### src/rtl/cpu_ctrl_pkg.sv
// Shared encodings for the multicycle control path: FSM states, opcodes, AluOp/ALUSrcB/PCSource codes.
// The TRAP state exists only when OVFL_TRAP_EN is defined.
package cpu_ctrl_pkg;

  typedef enum logic [3:0] {
    S_RESET, S_FETCH, S_DECODE, S_EXEC_R, S_EXEC_I, S_WB_ALU, S_MEM_ADDR, S_MEM_RD,
    S_MEM_WB, S_MEM_WR, S_BRANCH, S_JUMP, S_HALT, S_ILLEGAL, S_BUSERR
`ifdef OVFL_TRAP_EN
    , S_TRAP
`endif
  } ctrlState_e;

  localparam logic [3:0] OP_ADD  = 4'h0;
  localparam logic [3:0] OP_AND  = 4'h1;
  localparam logic [3:0] OP_OR   = 4'h2;
  localparam logic [3:0] OP_SUB  = 4'h3;
  localparam logic [3:0] OP_ADDI = 4'h4;
  localparam logic [3:0] OP_ANDI = 4'h5;
  localparam logic [3:0] OP_LW   = 4'h6;
  localparam logic [3:0] OP_SW   = 4'h7;
  localparam logic [3:0] OP_BEQ  = 4'h8;
  localparam logic [3:0] OP_J    = 4'hC;
  localparam logic [3:0] OP_HALT = 4'hF;

  localparam logic [2:0] ALU_AND = 3'd0;
  localparam logic [2:0] ALU_OR  = 3'd1;
  localparam logic [2:0] ALU_ADD = 3'd2;
  localparam logic [2:0] ALU_SUB = 3'd3;

  localparam logic [1:0] SRCB_REGB     = 2'd0;
  localparam logic [1:0] SRCB_ZEXT     = 2'd1;
  localparam logic [1:0] SRCB_SEXT     = 2'd2;
  localparam logic [1:0] SRCB_SEXT_SH1 = 2'd3;

  localparam logic [1:0] PC_INC    = 2'd0;
  localparam logic [1:0] PC_ALUOUT = 2'd1;
  localparam logic [1:0] PC_JUMP   = 2'd2;

  function automatic logic [2:0] aluOpFor(input logic [3:0] opcode);
    case (opcode)
      OP_AND, OP_ANDI: aluOpFor = ALU_AND;
      OP_OR:           aluOpFor = ALU_OR;
      OP_SUB:          aluOpFor = ALU_SUB;
      default:         aluOpFor = ALU_ADD;
    endcase
  endfunction

  function automatic logic [1:0] srcBFor(input logic [3:0] opcode);
    case (opcode)
      OP_ADDI: srcBFor = SRCB_SEXT;
      OP_ANDI: srcBFor = SRCB_ZEXT;
      default: srcBFor = SRCB_REGB;
    endcase
  endfunction

  // Only the signed arithmetic ops can overflow; logical ops never trap.
  function automatic logic ovflChecked(input logic [3:0] opcode);
    return (opcode == OP_ADD) || (opcode == OP_SUB) || (opcode == OP_ADDI);
  endfunction

endpackage

### src/rtl/mem_wait_timer.sv
// Counts MemReady-low cycles of one memory access; flags the cycle that would be the
// MEM_TIMEOUT-th wait so the FSM can abort to a bus error instead.
module mem_wait_timer #(
  parameter int unsigned MEM_TIMEOUT = 15
) (
  input  logic CLK,
  input  logic Reset_n,
  input  logic clear,
  input  logic enable,
  output logic timeout
);

  logic [7:0] waitCount;

  // NOTE: sequential state uses non-blocking assignments so every flop samples pre-edge values.
  always_ff @(posedge CLK or negedge Reset_n) begin
    if (!Reset_n)    waitCount <= '0;
    else if (clear)  waitCount <= '0;
    else if (enable) waitCount <= waitCount + 8'd1;
  end

  assign timeout = enable && (waitCount == 8'(MEM_TIMEOUT - 1));

endmodule

### src/rtl/multicycle_control.sv
// Multicycle control FSM: fetch/decode/execute/memory/writeback with bounded memory waits.
// Optional OVFL_TRAP_EN adds a TRAP state taken on signed overflow in execute.
module multicycle_control
  import cpu_ctrl_pkg::*;
#(
  parameter int unsigned MEM_TIMEOUT = 15
) (
  input  logic       CLK,
  input  logic       Reset_n,
  input  logic [3:0] Opcode,
  input  logic       Zero,
  input  logic       ovfl,
  input  logic       MemReady,
  output logic       PCWrite,
  output logic       IorD,
  output logic       MemRead,
  output logic       MemWrite,
  output logic       IRWrite,
  output logic       MemtoReg,
  output logic       RegWrite,
  output logic       ALUSrcA,
  output logic       ALUOutWrite,
  output logic [1:0] ALUSrcB,
  output logic [2:0] AluOp,
  output logic [1:0] PCSource,
  output logic       Trap,
  output logic       BusErr,
  output logic       Halted,
  output logic       Illegal
);

  ctrlState_e state, nextState;
  logic       waitEn, timeout;

  always_ff @(posedge CLK or negedge Reset_n) begin
    if (!Reset_n) state <= S_RESET;
    else          state <= nextState;
  end

  assign waitEn = ((state == S_FETCH) || (state == S_MEM_RD) || (state == S_MEM_WR)) && !MemReady;

  // Any state change restarts the count, which covers every entry into a wait state.
  mem_wait_timer #(.MEM_TIMEOUT(MEM_TIMEOUT)) timer (
    .CLK     (CLK),
    .Reset_n (Reset_n),
    .clear   (nextState != state),
    .enable  (waitEn),
    .timeout (timeout)
  );

`ifndef OVFL_TRAP_EN
  logic unusedOvfl;
  assign unusedOvfl = ovfl;
`endif

  always_comb begin
    // NOTE: every output and nextState gets a default first so no branch of the case infers a latch.
    nextState   = state;
    PCWrite     = 1'b0;
    IorD        = 1'b0;
    MemRead     = 1'b0;
    MemWrite    = 1'b0;
    IRWrite     = 1'b0;
    MemtoReg    = 1'b0;
    RegWrite    = 1'b0;
    ALUSrcA     = 1'b0;
    ALUOutWrite = 1'b0;
    ALUSrcB     = SRCB_REGB;
    AluOp       = ALU_AND;
    PCSource    = PC_INC;
    Trap        = 1'b0;
    BusErr      = 1'b0;
    Halted      = 1'b0;
    Illegal     = 1'b0;
    unique case (state)
      S_RESET: nextState = S_FETCH;
      S_FETCH: begin
        MemRead = 1'b1;
        IRWrite = MemReady;
        PCWrite = MemReady;
        if (MemReady)     nextState = S_DECODE;
        else if (timeout) nextState = S_BUSERR;
      end
      S_DECODE: begin
        ALUSrcB     = SRCB_SEXT_SH1;
        AluOp       = ALU_ADD;
        ALUOutWrite = 1'b1;
        case (Opcode)
          OP_ADD, OP_AND, OP_OR, OP_SUB: nextState = S_EXEC_R;
          OP_ADDI, OP_ANDI:              nextState = S_EXEC_I;
          OP_LW, OP_SW:                  nextState = S_MEM_ADDR;
          OP_BEQ:                        nextState = S_BRANCH;
          OP_J:                          nextState = S_JUMP;
          OP_HALT:                       nextState = S_HALT;
          default:                       nextState = S_ILLEGAL;
        endcase
      end
      S_EXEC_R, S_EXEC_I: begin
        ALUSrcA     = 1'b1;
        ALUSrcB     = srcBFor(Opcode);
        AluOp       = aluOpFor(Opcode);
        ALUOutWrite = 1'b1;
        nextState   = S_WB_ALU;
`ifdef OVFL_TRAP_EN
        if (ovfl && ovflChecked(Opcode)) nextState = S_TRAP;
`endif
      end
      S_WB_ALU: begin
        RegWrite  = 1'b1;
        nextState = S_FETCH;
      end
      S_MEM_ADDR: begin
        ALUSrcA     = 1'b1;
        ALUSrcB     = SRCB_SEXT;
        AluOp       = ALU_ADD;
        ALUOutWrite = 1'b1;
        nextState   = (Opcode == OP_SW) ? S_MEM_WR : S_MEM_RD;
      end
      S_MEM_RD: begin
        MemRead = 1'b1;
        IorD    = 1'b1;
        if (MemReady)     nextState = S_MEM_WB;
        else if (timeout) nextState = S_BUSERR;
      end
      S_MEM_WB: begin
        RegWrite  = 1'b1;
        MemtoReg  = 1'b1;
        nextState = S_FETCH;
      end
      S_MEM_WR: begin
        MemWrite = 1'b1;
        IorD     = 1'b1;
        if (MemReady)     nextState = S_FETCH;
        else if (timeout) nextState = S_BUSERR;
      end
      S_BRANCH: begin
        ALUSrcA   = 1'b1;
        ALUSrcB   = SRCB_REGB;
        AluOp     = ALU_SUB;
        PCSource  = PC_ALUOUT;
        PCWrite   = Zero;
        nextState = S_FETCH;
      end
      S_JUMP: begin
        PCSource  = PC_JUMP;
        PCWrite   = 1'b1;
        nextState = S_FETCH;
      end
      S_HALT:    Halted  = 1'b1;
      S_ILLEGAL: Illegal = 1'b1;
      S_BUSERR:  BusErr  = 1'b1;
`ifdef OVFL_TRAP_EN
      S_TRAP: begin
        Trap      = 1'b1;
        nextState = S_FETCH;
      end
`endif
      default: nextState = S_RESET;
    endcase
  end

endmodule
### config.mk
export PLATFORM = sky130hd
export DESIGN_NAME = multicycle_control
export DESIGN_NICKNAME = d
export VERILOG_FILES = /design/src/rtl/cpu_ctrl_pkg.sv /design/src/rtl/mem_wait_timer.sv /design/src/rtl/multicycle_control.sv
export SDC_FILE = /design/constraint.sdc
export NUM_CORES = 1
export LEC_CHECK = 0
export BUFFER_PORTS_ARGS = -buffer_cell sky130_fd_sc_hd__buf_4
export CORE_MARGIN = 2
export CORE_UTILIZATION = 53
export DETAILED_ROUTE_END_ITERATION = 16
export GPL_TIMING_DRIVEN = 0
export HOLD_SLACK_MARGIN = 0.12
export MAX_ROUTING_LAYER = met4
export PLACE_DENSITY = 0.76
export SETUP_SLACK_MARGIN = 0.2
export SYNTH_ARGS = -nofsm -noshare
export SYNTH_HDL_FRONTEND = slang
export SYNTH_SLANG_ARGS = --single-unit
### constraint.sdc
create_clock -name CLK -period 3.2 [get_ports CLK]
set_clock_uncertainty 0.15 [all_clocks]
set_input_delay 0.16 -clock CLK [delete_from_list [all_inputs] [get_ports CLK]]
set_output_delay 0.16 -clock CLK [all_outputs]
set_load 0.03 [all_outputs]
==> metrics.csv, run 1 <==
metric,value,unit
cts_buffer_depth,2,
dp_worst_setup_slack,0.8443,ns
power_switching,708.9,uW
crit_required,3.20,ns
vdd_drop_max,0.5679,mV
antenna_found_initial,0,
io_buffers,23,
setup_slack,0.7743,ns
hold_path.class,in2reg,
grt_pass1_wl,5782,um
place_congestion,1.003,
max_stage_delay,0.50,ns
end_kind,flip-flop,
die_w,52.17,um
syn_area,1230,sq um
clk_pin_slew,0.07,ns
p_leak,0.6512,nW
core_area,2212,sq um
fmax,412.3,MHz
synth.avg_cell_area,7.109,sq um
grt.overflow.total,0,
synth_top_cell_area_share,24.42,%
ant_nets,0,
die_y,52.17,um
min_period_over_period,75.80,%
wirelength,3404,um
rsz0062_at_grt,false,
numCtsBuffers,3,
slew_viol_final,0,
ys_ff_latch,12,
cts_sinks,12,
worst_skew_pair.late_latency,0.27,ns
nets,215,
internal-power,553.4,uW
fp-row-count,17,
final_util,67.08,%
async_flop_share,100.0,%
finalHoldViolCount,0,
drv_cap,0,
seq_area,300.3,sq um
multi_input_area,845.8,sq um
synth_edf_count,0,
synthCells,173,
critPathMaxFanout,8,
synthTopCellsByArea,"dfrtp_1 24%, nor2_1 7.9%, nor3_1 6.1%",
post-cts-setup-buffers,0,
clockPowerShare,7.2,%
nFillCells,206,
first_global_vias,1226,
critPathLaunchType,flip-flop,
root_buffer,clkbuf_4,
min_from,MemReady,
post-route-drc-count,0,
path_class,reg2reg,
pwr-share-seq,17.4,%
drive_above_1_share,19.31,%
worstPathArrival,2.43,ns
pin_count,29,
grt_use_total,29.23,%
slew_headroom,64.43,%
wire_per_inst,14.80,um
start_util,55.60,%
yosysMostFrequentCell,nor2_1,
ys.flop_type,dfrtp_1,
ys_warn_count,0,
ys_types,49,
hpwl,2531,um
vias,1403,
firstDrtPassIters,5,
grt_max_degree,13,
dieArea,2722,sq um
post_cts_resized,0,
yosys.area.top_type,dfrtp_1,
syn_to_final_growth,20.65,%
crit_path_top_delay_cell,or4_4,
place_inst,225,
avgViaCountPerCell,6.100,
worstPathCellList,"or3_1, or4_4, a211oi_1, o21ai_0, nand2_1, nor3_1",
final_cells,230,
timing.critical_path.from,timer.waitCount[5],
powerDensity,850.7,nW/um^2
sw_frac_of_total,56.16,%
cts_tree,done,
ys_seq_area_share,24.42,%
tightest_slew,0.5318,ns
htree_levels,1,
setup_tns,0,ns
outcome,"finished, final reports clean",
fin_crit,2.426,ns
setup_violations,0,
diodes,0,
p_comb_share,75.4,%
drtIter0Drc,61,
r2r_start,timer.waitCount[5],
yosys-top-cells-count,"26 x nor2_1, 17 x nand2_1, 15 x nor3_1",
-- worst max-delay path, delay by kind of cell, from the launching register on --
family | cells | cell delay [ns]
AO/OA/AOI/OAI | 2 | 0.43
flip-flops | 1 | 0.43
AND/OR/NAND/NOR | 4 | 1.28
-- cell usage in the layout, fill, tap and decap left out, types with 2 or more instances in the layout --
master / Yosys / final
nor2b_1: 5 / 5
nand4b_1: 2 / 2
o21ai_0: 10 / 10
a32oi_1: 2 / 2
or3b_2: 2 / 2
xor2_1: 2 / 2
inv_1: 7 / 7
o211ai_1: 3 / 3
nor2_1: 26 / 26
dfrtp_1: 12 / 12
ha_1: 2 / 2
conb_1: 1 / 2
xnor2_1: 5 / 5
a211oi_1: 3 / 3
nand2_1: 17 / 17
nand2b_1: 5 / 5
dlygate4sd3_1: 0 / 2
clkbuf_4: 0 / 3
nor3_1: 15 / 15
buf_1: 2 / 2
a21oi_1: 9 / 9
clkbuf_1: 5 / 5
and3_1: 2 / 2
buf_2: 4 / 4
nand3_1: 5 / 5
buf_4: 2 / 25
-- cell families (layout without fill, tap and decap cells) --
family,Yosys count,in the layout,synth area share (%)
compound gates,42,42,24.11
xor+xnor,7,7,4.985
fa+ha+maj,2,2,2.034
buf+inv,20,48,7.122
flops,12,12,24.42
other cells,1,2,0.3049
simple gates,89,89,37.03
-- metrics by stage --
step | power [mW] | hold WS, ns | cell area (sq um)
global placement | 1.147 | -0.1409 | 1441
detailed placement | 1.155 | -0.1451 | 1441
floorplan | 0.8954 | -0.2856 | 1234
CTS | 1.252 | 0.2552 | 1484
global route | 1.363 | 0.3001 | 1484
finish | 1.262 | 0.2581 | 1484
-- layout make-up --
type / instances / area share (%)
multi-input cells: 142 / 57.00
flip-flops and latches: 12 / 20.24
repair buffers: 25 / 12.98
plain buffers: 13 / 4.132
well taps: 28 / 2.361
inverters: 7 / 1.771
clock buffers: 3 / 1.518
-- path summary, 6_finish.rpt --
| path | depth (start not counted) | end | slack (ns) |
|---|---|---|---|
| max in group asynchronous | 3 | timer.waitCount[7] | 1.77 |
| worst min-delay path | 4 | state[2] | 0.26 |
| worst min register to register | 2 | timer.waitCount[6] | 0.45 |
| min in group asynchronous | 3 | state[3] | 0.78 |
| worst max-delay path | 6 | timer.waitCount[2] | 0.77 |
| worst max register to register | 6 | timer.waitCount[2] | 0.77 |
-- registers in the layout, summed over array words and instances, names as in the netlist --
name and flops:
timer.waitCount 8, state 4
-- power by group through the flow --
stage               sequential [mW]  combinational, mW  clock [mW]
finish                        0.220              0.951      0.0914
global route                  0.225               1.04      0.0982
CTS                           0.217              0.942      0.0931
detailed placement            0.220              0.935           0
global placement              0.218              0.928           0
floorplan                     0.209              0.686           0
-- layer usage --
metal	share of wire (%)	global-route usage (%)	up-vias
met2	44	39.66	70
met1	47	43.93	656
met4	0.68	7.265	0
li1	-	-	673
met5	0	-	-
met3	8.8	6.286	4
-- what timing repair did --
action	4_1_cts	5_1_grt
hold endpoints to repair	12	0
endpoints found under the setup margin	0	0
hold buffers	2	0
(Power assumes the default switching activity.)
==> run 2, diff against run 1 <==
--- a/config.mk
+++ b/config.mk
@@ -5,6 +5,7 @@
 export SDC_FILE = /design/constraint.sdc
 export NUM_CORES = 1
 export LEC_CHECK = 0
+export ABC_AREA = 1
 export BUFFER_PORTS_ARGS = -buffer_cell sky130_fd_sc_hd__buf_4
 export CORE_MARGIN = 2
 export CORE_UTILIZATION = 53
@@ -12,7 +13,7 @@
 export GPL_TIMING_DRIVEN = 0
 export HOLD_SLACK_MARGIN = 0.12
 export MAX_ROUTING_LAYER = met4
-export PLACE_DENSITY = 0.76
+export PLACE_DENSITY = 0.75
 export SETUP_SLACK_MARGIN = 0.2
 export SYNTH_ARGS = -nofsm -noshare
 export SYNTH_HDL_FRONTEND = slang
==> constraint.sdc (replaced) <==
create_clock -name CLK -period 2.3 [get_ports CLK]
set_clock_uncertainty 0.15 [all_clocks]
set_input_delay 0.115 -clock CLK [delete_from_list [all_inputs] [get_ports CLK]]
set_output_delay 0.115 -clock CLK [all_outputs]
set_load 0.03 [all_outputs]
==> metrics.csv, run 2 <==
metric,value,unit,change
outcome,"finished, final reports clean",,
synthTopCellsByArea,"dfrtp_1 23%, nand2_1 11%, nand2_2 7.3%",,
end_kind,flip-flop,,
largest_register_ff_count,8,,unchanged
start_util,57.05,%,+1.4 points
internal-power,767.8,uW,+39%
ant_nets,0,,unchanged
slew_viol_final,0,,unchanged
grt_use_total,23.21,%,-6.0 points
place_area,1513,sq um,+4.9%
sw_frac_of_total,58.07,%,+1.9 points
syn_to_final_growth,22.18,%,
worst_skew_pair.late_latency,0.26,ns,about the same
cts_tree,done,,
async_flop_share,100.0,%,unchanged
ys_warn_count,0,,unchanged
synth_top_cell_area_share,23.35,%,-1.1 points
cts_sinks,12,,unchanged
drv_cap,0,,unchanged
grt_max_degree,13,,unchanged
path_class,reg2reg,,
place_inst,234,,+4.0%
whs,0.1401,ns,-0.1181 ns
pin_count,29,,unchanged
final_cells,240,,+4.3%
crit_required,2.34,ns,-0.86 ns
post-route-drc-count,0,,unchanged
final_area,1572,sq um,+5.9%
mostFrequentLayoutCell,nand2_1,,
synthCells,180,,+4.0%
vdd_drop_max,0.9085,mV,+60%
syn_area,1286,sq um,+4.6%
first_global_vias,1169,,-4.6%
antenna_found_initial,0,,unchanged
critPathLaunchType,flip-flop,,
die_y,53.27,um,+2.1%
io_buffers,25,,+8.7%
p_leak,0.8117,nW,+25%
numCtsBuffers,3,,unchanged
synth.avg_cell_area,7.146,sq um,+0.51%
pwr-share-seq,15.9,%,-1.5 points
setup_violations,0,,unchanged
reg_top3,"timer.waitCount x8, state x4",,
ys.flop_type,dfrtp_1,,
p_comb_share,75.3,%,about the same
power_switching,1.064,mW,+50%
yosysMostFrequentCell,nand2_1,,
yosys.area.top_type,dfrtp_1,,
drive_above_1_share,39.62,%,+20 points
vias,1218,,-13%
core_area,2255,sq um,+1.9%
mostFrequentLayoutCells,"37 x nand2_1, 29 x buf_4, 19 x nor2_1",,
clockPowerShare,8.8,%,+1.6 points
cts_buffer_depth,2,,unchanged
setup_tns,0,ns,unchanged
synth_edf_count,0,,unchanged
wire_per_inst,11.80,um,-20%
htree_levels,1,,unchanged
setup_slack,0.3822,ns,-0.3921 ns
diodes,0,,unchanged
hold_path.class,in2reg,,
ys_seq_area_share,23.35,%,-1.1 points
wirelength,2832,um,-17%
fmax,521.4,MHz,+26%
worstPathArrival,1.96,ns,-0.47 ns
min_period_over_period,83.38,%,+7.6 points
powerDensity,1165,nW/um^2,+37%
avgViaCountPerCell,5.075,,-17%
clk_pin_slew,0.07,ns,about the same
die_w,53.27,um,+2.1%
nets,224,,+4.2%
grt_pass1_wl,4830,um,-16%
final_util,69.70,%,+2.6 points
finalHoldViolCount,0,,unchanged
top_register,timer.waitCount,,
grt.overflow.total,0,,unchanged
fin_crit,1.918,ns,-0.5079 ns
tightest_slew,0.5222,ns,-0.009624 ns
place_congestion,0.8752,,-13%
root_buffer,clkbuf_4,,
fp-row-count,17,,unchanged
p_total,1.831,mW,+45%
slew_headroom,65.07,%,+0.64 points
drtIter0Drc,15,,-75%
critPathMaxFanout,8,,unchanged
post-cts-setup-buffers,0,,unchanged
firstDrtPassIters,4,,-1
ys_ff_latch,12,,unchanged
rsz0062_at_grt,false,,
yosys-top-cells-count,"37 x nand2_1, 20 x nor2_1, 17 x inv_1",,
dieArea,2837,sq um,+4.2%
dp_worst_setup_slack,0.2935,ns,-0.5508 ns
hpwl,2322,um,-8.2%
ys_types,28,,-43%
-- run 2: changes by cell type after synthesis, moves of 7 or more --
cell / delta
nor3_1: -15
nand2_4: +7
inv_1: +10
nand2_1: +20
a21oi_1: -7
nand2_2: +15
nor3_2: +9
-- run 2: power groups by stage --
stage                     Combinational, mW  Clock, mW  Sequential, mW
after floorplan                        1.07          0           0.282
after detailed placement               1.38          0           0.292
after CTS                              1.38      0.167           0.290
after global placement                 1.36          0           0.291
after global routing                   1.49      0.176           0.297
final                                  1.38      0.162           0.291
-- run 2: timing repair --
action,4_1_cts,5_1_grt
endpoints found under the setup margin,0,8
endpoints found under the hold margin,12,0
gates resized for setup,0,1
hold buffers,2,0
-- run 2: worst max-delay path, stage by stage (launching register included) --
cell	delay, ns
dfrtp_1	0.49
nand2_2	0.14
clkinv_2	0.12
nand2_2	0.10
nand2_4	0.08
nor2_4	0.11
nand2_2	0.08
nor2_4	0.10
nand3_1	0.09
nand2_2	0.10
nand2_4	0.10
nor3_2	0.18
-- run 2: metal layers --
metal / wire length [um] / track usage [%] / up-vias
met5: 0 / - / -
met2: 1483 / 41.77 / 21
met1: 1278 / 27.97 / 561
met3: 63 / 0.5650 / 2
met4: 7 / 7.265 / 0
li1: - / - / 634
-- run 2: area by class of cell --
cell class	count	area, sq um
tap	28	35.03
clock buffer	4	36.28
timing repair buffer	27	207.7
fill	203	683.2
sequential	12	300.3
buffer	4	30.03
multi-input combinational	141	870.8
inverter	24	91.34
-- run 2: logic make-up (layout without fill, tap and decap cells) --
| kind of cell | Yosys count | count (layout) | synth area share (%) |
|---|---|---|---|
| adders and majority gates | 2 | 2 | 1.945 |
| DFF | 12 | 12 | 23.35 |
| and+or+nand+nor | 114 | 114 | 52.04 |
| xor gates and xnor gates | 7 | 7 | 4.767 |
| AOI/OAI and AO/OA | 16 | 16 | 8.173 |
| other | 1 | 2 | 0.2915 |
| buffers and inverters | 28 | 59 | 9.435 |
-- run 2: final timing paths --
path | startpoint | to | slack [ns] | cells past startpoint
worst max-delay path | state[0] | timer.waitCount[4] | 0.38 | 11
worst min-delay path | MemReady | state[3] | 0.14 | 5
worst max register to register | state[0] | timer.waitCount[4] | 0.38 | 11
min in group asynchronous | Reset_n | timer.waitCount[1] | 0.74 | 3
max in group asynchronous | Reset_n | timer.waitCount[5] | 0.91 | 3
worst min register to register | timer.waitCount[7] | timer.waitCount[7] | 0.48 | 2
